===== src/rtl/vending_ctrl_n.sv =====
// Vending machine controller.
// Takes 5- and 10-unit coins up to a credit ceiling and vends the lowest-index
// affordable, in-stock selected item. Remaining credit is returned as a greedy
// sequence of change10/change5 pulses, one coin per cycle.
// Legal parameter sets: prices and MAX_CREDIT are multiples of 5,
// 0 < price <= MAX_CREDIT, MAX_CREDIT < 2**CREDIT_W, STOCK_INIT < 2**STOCK_W.
module vending_ctrl_n #(
   parameter int                              NUM_ITEMS  = 3,
   parameter int                              CREDIT_W   = 6,
   parameter int                              MAX_CREDIT = 40,
   parameter logic [NUM_ITEMS*CREDIT_W-1:0]   PRICES     = {6'd20, 6'd15, 6'd10},
   parameter int                              STOCK_W    = 4,
   parameter int                              STOCK_INIT = 2
) (
   input  logic                 clk,
   input  logic                 rst_n,
   input  logic                 coin5,
   input  logic                 coin10,
   input  logic [NUM_ITEMS-1:0] sel,
   input  logic                 cancel,
   input  logic                 restock,
   output logic [NUM_ITEMS-1:0] available,
   output logic [NUM_ITEMS-1:0] sold_out,
   output logic [NUM_ITEMS-1:0] drop,
   output logic                 change5,
   output logic                 change10,
   output logic                 coin_reject,
   output logic [CREDIT_W-1:0]  credit,
   output logic [1:0]           state
);

   typedef enum logic [1:0] {
      IDLE    = 2'd0,
      COLLECT = 2'd1,
      DROP    = 2'd2,
      CHANGE  = 2'd3
   } state_t;

   // Wide enough to hold credit plus the largest single-cycle coin value (15).
   localparam int                   SUM_W     = CREDIT_W + 5;
   localparam logic [CREDIT_W-1:0]  FIVE      = CREDIT_W'(5);
   localparam logic [CREDIT_W-1:0]  TEN       = CREDIT_W'(10);
   localparam logic [STOCK_W-1:0]   STOCK_ONE = STOCK_W'(1);
   localparam logic [STOCK_W-1:0]   STOCK_RLD = STOCK_W'(STOCK_INIT);

   state_t                 state_q;
   state_t                 state_d;
   logic [CREDIT_W-1:0]    credit_q;
   logic [CREDIT_W-1:0]    credit_d;
   logic [STOCK_W-1:0]     stock_q [NUM_ITEMS];
   logic [CREDIT_W-1:0]    price   [NUM_ITEMS];

   logic [NUM_ITEMS-1:0]   sel_onehot;
   logic [NUM_ITEMS-1:0]   buy;
   logic [CREDIT_W-1:0]    sel_price;
   logic [CREDIT_W-1:0]    buy_price;
   logic                   buy_valid;
   logic [3:0]             coin_val;
   logic                   accept_state;
   logic [CREDIT_W-1:0]    base_credit;
   logic [SUM_W-1:0]       coin_sum;
   logic                   coin_ok;

   logic [NUM_ITEMS-1:0]   drop_d;
   logic                   change5_d;
   logic                   change10_d;
   logic                   reject_d;

   // Per-item price lookup and status flags.
   for (genvar g = 0; g < NUM_ITEMS; g++) begin : g_item
      assign price[g]     = PRICES[g*CREDIT_W +: CREDIT_W];
      assign available[g] = (state_q == COLLECT) && (credit_q >= price[g]) &&
                            (stock_q[g] != '0);
      assign sold_out[g]  = (stock_q[g] == '0);
   end

   assign credit = credit_q;
   assign state  = state_q;

   // Pick the lowest-index selected item that is currently available.
   always_comb begin
      // NOTE: every always_comb output gets a default first, so no path can infer a latch.
      sel_onehot = '0;
      sel_price  = '0;
      for (int i = NUM_ITEMS - 1; i >= 0; i--) begin
         if (sel[i] && available[i]) begin
            sel_onehot    = '0;
            sel_onehot[i] = 1'b1;
            sel_price     = price[i];
         end
      end
   end

   // Cancel overrides any same-cycle selection.
   assign buy       = cancel ? '0 : sel_onehot;
   assign buy_price = cancel ? '0 : sel_price;
   assign buy_valid = |buy;

   // Coin acceptance is judged against the credit left after any purchase.
   assign coin_val     = (coin5 ? 4'd5 : 4'd0) + (coin10 ? 4'd10 : 4'd0);
   assign accept_state = (state_q == IDLE) || ((state_q == COLLECT) && !cancel);
   assign base_credit  = credit_q - buy_price;
   assign coin_sum     = SUM_W'(base_credit) + SUM_W'(coin_val);
   assign coin_ok      = accept_state && (coin_val != 4'd0) &&
                         (coin_sum <= SUM_W'(MAX_CREDIT));

   // Next state, next credit and the next values of the registered outputs.
   always_comb begin
      state_d  = state_q;
      credit_d = credit_q;
      drop_d   = '0;
      case (state_q)
         IDLE: begin
            if (coin_ok) begin
               state_d  = COLLECT;
               credit_d = CREDIT_W'(coin_sum);
            end
         end
         COLLECT: begin
            if (cancel) begin
               state_d = CHANGE;
            end else begin
               credit_d = coin_ok ? CREDIT_W'(coin_sum) : base_credit;
               if (buy_valid) begin
                  state_d = DROP;
                  drop_d  = buy;
               end else if (credit_d == '0) begin
                  state_d = IDLE;
               end
            end
         end
         DROP: begin
            state_d = (credit_q != '0) ? CHANGE : IDLE;
         end
         CHANGE: begin
            // Greedy: hand back a 10 while possible, otherwise the last 5.
            if (credit_q >= TEN) begin
               credit_d = credit_q - TEN;
            end else begin
               credit_d = '0;
            end
            if (credit_d == '0) begin
               state_d = IDLE;
            end
         end
         default: begin
            state_d  = IDLE;
            credit_d = '0;
         end
      endcase
   end

   // Change pulses are a Moore decode of the state/credit the FSM is entering.
   assign change10_d = (state_d == CHANGE) && (credit_d >= TEN);
   assign change5_d  = (state_d == CHANGE) && (credit_d == FIVE);
   assign reject_d   = (coin_val != 4'd0) && !coin_ok;

   // FSM, credit, stock and registered pulse outputs.
   always_ff @(posedge clk or negedge rst_n) begin
      if (!rst_n) begin
         state_q     <= IDLE;
         credit_q    <= '0;
         drop        <= '0;
         change5     <= 1'b0;
         change10    <= 1'b0;
         coin_reject <= 1'b0;
         // NOTE: stock is a few flops rather than a RAM, so it is reset with the rest.
         for (int i = 0; i < NUM_ITEMS; i++) begin
            stock_q[i] <= STOCK_RLD;
         end
      end else begin
         // NOTE: non-blocking updates so every flop samples pre-edge values.
         state_q     <= state_d;
         credit_q    <= credit_d;
         drop        <= drop_d;
         change5     <= change5_d;
         change10    <= change10_d;
         coin_reject <= reject_d;
         for (int i = 0; i < NUM_ITEMS; i++) begin
            if (restock) begin
               stock_q[i] <= STOCK_RLD;
            end else if (buy[i]) begin
               stock_q[i] <= stock_q[i] - STOCK_ONE;
            end
         end
      end
   end

endmodule


===== config.mk =====
export PLATFORM = sky130hd
export DESIGN_NAME = vending_ctrl_n
export DESIGN_NICKNAME = d
export VERILOG_FILES = /design/src/rtl/vending_ctrl_n.sv
export SDC_FILE = /design/constraint.sdc
export NUM_CORES = 1
export LEC_CHECK = 0
export CELL_PAD_IN_SITES_DETAIL_PLACEMENT = 1
export CELL_PAD_IN_SITES_GLOBAL_PLACEMENT = 2
export CORE_ASPECT_RATIO = 0.75
export CORE_MARGIN = 1.5
export CORE_UTILIZATION = 34
export DETAILED_ROUTE_END_ITERATION = 10
export GPL_ROUTABILITY_DRIVEN = 0
export HOLD_SLACK_MARGIN = 0.12
export PLACE_DENSITY = 0.84
export SYNTH_ARGS = -nofsm -noshare
export SYNTH_HDL_FRONTEND = slang
export SYNTH_SLANG_ARGS = --single-unit

===== constraint.sdc =====
create_clock -name clk -period 6.2 [get_ports clk]
set_input_delay 1.24 -clock clk [delete_from_list [all_inputs] [get_ports clk]]
set_output_delay 1.24 -clock clk [all_outputs]
set_load 0.03 [all_outputs]

# [After elaboration in Yosys (flattened, before gate mapping)]
# Cells that the tools add are included.
[word_totals] regBits=26 inputBits=9 out_inout_bits=20 word_cells=91
[op_classes] add_sub_neg=7 n_lt_le_gt_ge=5 eq_ne=5 n_mux=32 n_reduce_logical=33
[ops] op="$mux W6" n=8
[ops] op="$mux W4" n=7
[ops] op="$mux W3" n=8
[ops] op="$ge A6 B4 Y1 const B" n=3
[ops] op="$pmux W6 S3" n=1
[ops] op="$reduce_bool A4 Y1" n=4
[ops] op="$logic_and A1 B1 Y1" n=15
[ops] op="$logic_not A4 Y1" n=3
[ops] op="$logic_not A6 Y1" n=2
[ops] op="$mux W2" n=6
[ops] op="$sub A4 B1 Y4 const B" n=3
[ops] op="$pmux W2 S4" n=1
[ops] op="$add A6 B4 Y7" n=1
[ops] op="$le A7 B6 Y1 const B" n=1
[ops] op="$eq A2 B2 Y1 const B" n=3
[ops] op="$eq A6 B3 Y1 const B" n=1
[ops] op="$ge A6 B5 Y1 const B" n=1
[ops] op="$reduce_bool A2 Y1" n=3
[ops] op="$reduce_bool A6 Y1" n=1
[ops] op="$sub A6 B4 Y6 const B" n=1
[ops] op="$sub A6 B6 Y6" n=1
[ops] op="$mux W5" n=1
[ops] op="$add A3 B4 Y4" n=1
[ops] op="$reduce_or A3 Y1" n=1
[ops] op="other kinds (4)" n=5

# [Logic depth before layout (Yosys ltp)]
# Gate-level depths: netlist of the first run.
[logic_depth] depth_word=20 depth_mapped=23 ltp_nobuf=23

# [Worst setup path before layout of the first run]
# No wires, ideal clock.
[synth_timing] kind="reg-to-reg" from="register stock_q[5] (netlist bit)" to="register change5" setup_ns=0.068 arrival_ns=5.767 t_required_ns=6.132 slack_ns=0.365 stages_incl_launch_ff=22 n_path_buf=0 synth_period_minus_slack_ns=5.835 path_cell_list="dfstp_2 > inv_1 > ha_1 > nor3b_1 > a211oi_1 > nand2_1 > nor2_1 > ha_1 > inv_1 > fa_1 > xnor2_1 > inv_1 > ha_1 > or2_1 > a21o_1 > a32o_1 > a211o_1 > a21oi_2 > o32ai_1 > a222oi_1 > nand3_1 > and4bb_1"
[synth_between] elab_cells_between_ends=27 classes_between="2 x add/sub; 1 x order compare; 2 x eq/ne; 15 x mux; 7 x reduce/logical"
[synth_rtl] item="start: declaration" line_no="50" text="logic [STOCK_W-1:0] stock_q [NUM_ITEMS];"
[synth_rtl] item="start signal: indexed assignment" line_no="183" text="stock_q[i] <= stock_q[i] - STOCK_ONE;"
[synth_rtl] item="$reduce_bool A4 Y1 (*)" line_no="73" text="(stock_q[g] != '0);"
[synth_rtl] item="$logic_and A1 B1 Y1 (*)" line_no="72" text="assign available[g] = (state_q == COLLECT) && (credit_q >= price[g]) &&"
[synth_rtl] item="named net available[1]" line_no="22" text="output logic [NUM_ITEMS-1:0] available,"
[synth_rtl] item="$logic_and A1 B1 Y1 (*)" line_no="86" text="if (sel[i] && available[i]) begin"
[synth_rtl] item="$mux W6 (*) (2 in series)" line_no="86"
[synth_rtl] item="$mux W6 (*)" line_no="96" text="assign buy_price = cancel ? '0 : sel_price;"
[synth_rtl] item="$sub A6 B6 Y6 (*)" line_no="102" text="assign base_credit = credit_q - buy_price;"
[synth_rtl] item="$add A6 B4 Y7" line_no="103" text="assign coin_sum = SUM_W'(base_credit) + SUM_W'(coin_val);"
[synth_rtl] item="$le A7 B6 Y1" line_no="105" text="(coin_sum <= SUM_W'(MAX_CREDIT));"
[synth_rtl] item="$logic_and A1 B1 Y1" line_no="104" text="assign coin_ok = accept_state && (coin_val != 4'd0) &&"
[synth_rtl] item="$mux W6" line_no="123" text="credit_d = coin_ok ? CREDIT_W'(coin_sum) : base_credit;"
[synth_rtl] item="$mux W6" line_no="120" text="if (cancel) begin"
[synth_rtl] item="$pmux W6 S3 (*)" line_no="112" text="case (state_q)"
[synth_rtl] item="named net credit_d[2]" line_no="49" text="logic [CREDIT_W-1:0] credit_d;"
[synth_rtl] item="$eq A6 B3 Y1 (*)" line_no="155" text="assign change5_d = (state_d == CHANGE) && (credit_d == FIVE);"
[synth_rtl] item="$logic_and A1 B1 Y1 (*)" line_no="155"
[synth_rtl] item="named net change5_d" line_no="65" text="logic change5_d;"
[synth_rtl] item="end signal: assignment" line_no="176" text="change5 <= change5_d;"
[synth_rtl] item="end: declaration" line_no="25" text="output logic change5,"
# Mark *: on every way through the listed nets, which the timed path passes. The rest lies on a longest branch.
# A chain may end at the register's enable or synchronous reset.

# [Worst setup path after layout of the first run]
[layout_timing] from="register credit_q[2] (netlist: credit[2])" to="register change5"
[layout_between] elab_cells_between_ends=45 classes_between="3 x add/sub; 4 x order compare; 2 x eq/ne; 21 x mux; 15 x reduce/logical"
[layout_rtl] item="start: declaration" line_no="48" text="logic [CREDIT_W-1:0] credit_q;"
[layout_rtl] item="start signal: assignment" line_no="174" text="credit_q <= credit_d;"
[layout_rtl] item="$ge A6 B5 Y1" line_no="72"
[layout_rtl] item="$logic_and A1 B1 Y1 (2 in series)" line_no="72"
[layout_rtl] item="$logic_and A1 B1 Y1" line_no="86"
[layout_rtl] item="$mux W5" line_no="86"
[layout_rtl] item="$mux W6 (2 in series)" line_no="86"
[layout_rtl] item="$mux W6" line_no="96"
[layout_rtl] item="$sub A6 B6 Y6" line_no="102"
[layout_rtl] item="$add A6 B4 Y7" line_no="103"
[layout_rtl] item="$le A7 B6 Y1" line_no="105"
[layout_rtl] item="$logic_and A1 B1 Y1" line_no="104"
[layout_rtl] item="$mux W6" line_no="123"
[layout_rtl] item="$mux W6" line_no="120"
[layout_rtl] item="$pmux W6 S3 (*)" line_no="112"
[layout_rtl] item="named net credit_d[2]" line_no="49"
[layout_rtl] item="$eq A6 B3 Y1 (*)" line_no="155"
[layout_rtl] item="$logic_and A1 B1 Y1 (*)" line_no="155"
[layout_rtl] item="named net change5_d" line_no="65"
# Mark *: on every way through the listed nets, which the timed path passes. The rest lies on a longest branch. The select of a mux whose other input is x is not followed.

==> impl_metrics.toml, run 1 <==
[drt]
drc = 0
ant_nets = 0
routed-via-count = 2385
routed_wl_um = 7960
drt_iter0_drc = 165
avgViaCountPerCell = 5.55
drtPass1Iterations = 4
wl_per_cell_um = 18.5

[synthesis]
syn_inst = 297
synth_area_um2 = 2430
yosysTopAreaCell = "dfrtp_1"
avgSynthCellArea_um2 = 8.18
synth_top_area_share_pct = 23.7
async_flop_share_pct = 100
synth_seq_cells = 26
synth-edff-count = 0
syn-num-nets = 325
synth_cell_types = 66
synthTopCellsByArea = "dfrtp_1 (24%), ha_1 (8.8%), nor2_1 (4.5%), xnor2_1 (4.0%), inv_1 (3.7%)"
yosys_warnings = 0
synthFlopType = "dfrtp_1"
ys_seq_area_share_pct = 26.9

[cts]
clkSinkCount = 26
clockBufferDepth = 2
cts_buffers = 3
cts_root_buf = "clkbuf_8"
clk_pin_slew_worst_paths_ps = 100
cts-resized-gates = 0
ctsHoldBuffers = 0
h-tree-depth = 1
worstSkewPairLatency_ps = 280
cts_setup_buffers = 0
cts_tree = "yes"

[global_route]
grt_max_degree = 27
grt_pass1_vias = 2502
gr-total-overflow = 0
antenna_found_initial = 0
grt_pass1_wl_um = 13200
grt_usage_pct = 21.8

[die]
die_w_um = 101
dieArea_um2 = 7660
io_pins = 29
die_height_um = 76.2
core_area_um2 = 6860
start_util_pct = 35.4
row_count = 26

[sta]
fin_setup_tns_ps = 0
clock_skew_ps = 6.30
tightest_slew_ps = 670
slew_viol_final = 0
period_share_pct = 91.2
period_needed_ps = 5650
rsz0062_at_grt = "false"
slew_headroom_pct = 55.1
setup_viol = 0
hold_viol = 0
whs_ps = 563
clock.fmax_mhz = 177

[final_layout]
final_area_um2 = 2930
nNetsFinal = 361
area_delta_synth_final_pct = 20.5
antenna_cells = 0
final_util_pct = 42.6
drive_gt1_share_pct = 9.64

[outcome]
status = "complete, no violations"

[run]
drv_cap = 0

[setup_path]
path_class = "flip-flop to flip-flop"
cp-start-kind = "flip-flop"
arrival_ps = 5870
endpoint_kind = "flip-flop"
worstPathMaxFanout = 8
worstPathRequired_ps = 6420

[place]
dp_hpwl_um = 6460
placed_cell_area_um2 = 2870
port_buffers = 28

[hold_path]
hp-class = "flip-flop to flip-flop"
cell families (layout without fill, tap and decap cells):
group | count (synthesis) | count (layout) | share of synthesized area [%]
AO/OA/AOI/OAI | 89 | 89 | 27.5
XOR/XNOR | 15 | 15 | 5.41
adder cells (fa/ha/maj) | 19 | 19 | 10.4
buffers and inverters | 34 | 69 | 5.92
flip-flops | 26 | 26 | 26.9
multiplexers | 2 | 2 | 0.876
AND/OR/NAND/NOR | 112 | 112 | 23.0
critical path, stage by stage, from the launching register on:
cell	delay (ps)
dfrtp_1	490
inv_1	170
ha_1	160
nand3b_1	90
and3_1	240
nor3_1	330
nand2_1	160
nand2_1	110
nor2_1	60
buf_4	160
nor2_1	130
ha_1	300
o21ai_1	260
a21o_1	140
a21boi_0	310
ha_1	330
nor2_1	80
a21o_1	230
a32o_1	290
a211oi_4	400
nor2_4	120
a21o_1	180
a222oi_1	440
nand3_1	140
and4bb_1	290
layout make-up:
class / instances / area [um2]
clock buffers: 4 / 55.1
fillers: 846 / 3940
inverters: 25 / 93.8
multi-input cells: 237 / 1630
flip-flops and latches: 26 / 654
well taps: 98 / 123
repair buffers: 40 / 370
synthesized netlist by cell type, types with 3 or more instances:
master / count
nand2_1: 24
nor3b_1: 4
o31ai_1: 3
dfstp_2: 3
dfrtp_1: 23
ha_1: 17
nand3_1: 17
xnor2_1: 11
a211o_1: 5
a21oi_1: 16
nand2b_1: 4
inv_1: 24
xor2_1: 4
a22oi_1: 3
and2_1: 3
o22ai_1: 3
a21o_1: 6
a31oi_1: 4
and3_1: 3
a211oi_1: 3
nor3_1: 11
nor2_1: 29
o21ai_0: 14
clkbuf_1: 6
nor2b_1: 4
flip-flops by register name (all words and copies together), names as in the netlist:
register,count
change10,1
coin_reject,1
stock_q,12
change5,1
credit,6
state,2
drop,3
worst paths after layout:
kind | from | end | slack [ps] | depth (start not counted)
min | stock_q[3] | stock_q[3] | 560 | 2
max in group asynchronous | rst_n | stock_q[9] | 4560 | 2
max | credit[2] | change5 | 550 | 24
min reg2reg | stock_q[3] | stock_q[3] | 560 | 2
min in group asynchronous | rst_n | stock_q[6] | 1320 | 2
max reg2reg | credit[2] | change5 | 550 | 24
layout by cell type (no fill, tap or decap), types with 4 or more instances in the layout:
cell type,n
nor3b_1,4
xor2_1,4
inv_1,24
a21oi_1,16
xnor2_1,11
a31oi_1,4
nor2_1,29
nand2_1,24
nand3_1,17
buf_4,12
nor2b_1,4
ha_1,17
clkdlybuf4s50_1,28
nand2b_1,4
o21ai_0,14
a21o_1,6
a211o_1,5
dfrtp_1,23
nor3_1,11
clkbuf_8,4
stage by stage:
step	setup slack [ps]	cells
final	545	430
after global routing	189	430
after CTS	591	430
after detailed placement	312	426
after global placement	409	426
after floorplan	365	297
per-layer routing:
metal | GRT usage [%] | part of all wire (%) | vias to the layer above
met5 | 0 | 0 | -
met4 | 1.27 | 0.13 | 0
met3 | 3.49 | 4.4 | 2
met2 | 32.3 | 43 | 52
met1 | 34.3 | 52 | 1170
li1 | - | - | 1161
Power of run 1 is not shown: default switching activity piles up to over one toggle a cycle in this logic, so the estimate is an artifact.
==> run 2: changes to the inputs <==
--- a/config.mk
+++ b/config.mk
@@ -11,9 +11,9 @@
 export CORE_MARGIN = 1.5
 export CORE_UTILIZATION = 34
 export DETAILED_ROUTE_END_ITERATION = 10
-export GPL_ROUTABILITY_DRIVEN = 0
 export HOLD_SLACK_MARGIN = 0.12
 export PLACE_DENSITY = 0.84
+export SLEW_MARGIN = 20
 export SYNTH_ARGS = -nofsm -noshare
 export SYNTH_HDL_FRONTEND = slang
 export SYNTH_SLANG_ARGS = --single-unit
==> results of run 2 <==
The final DEF is identical to that of run 1; final timing and power are the same.
Power of run 2 is left out for the same reason.
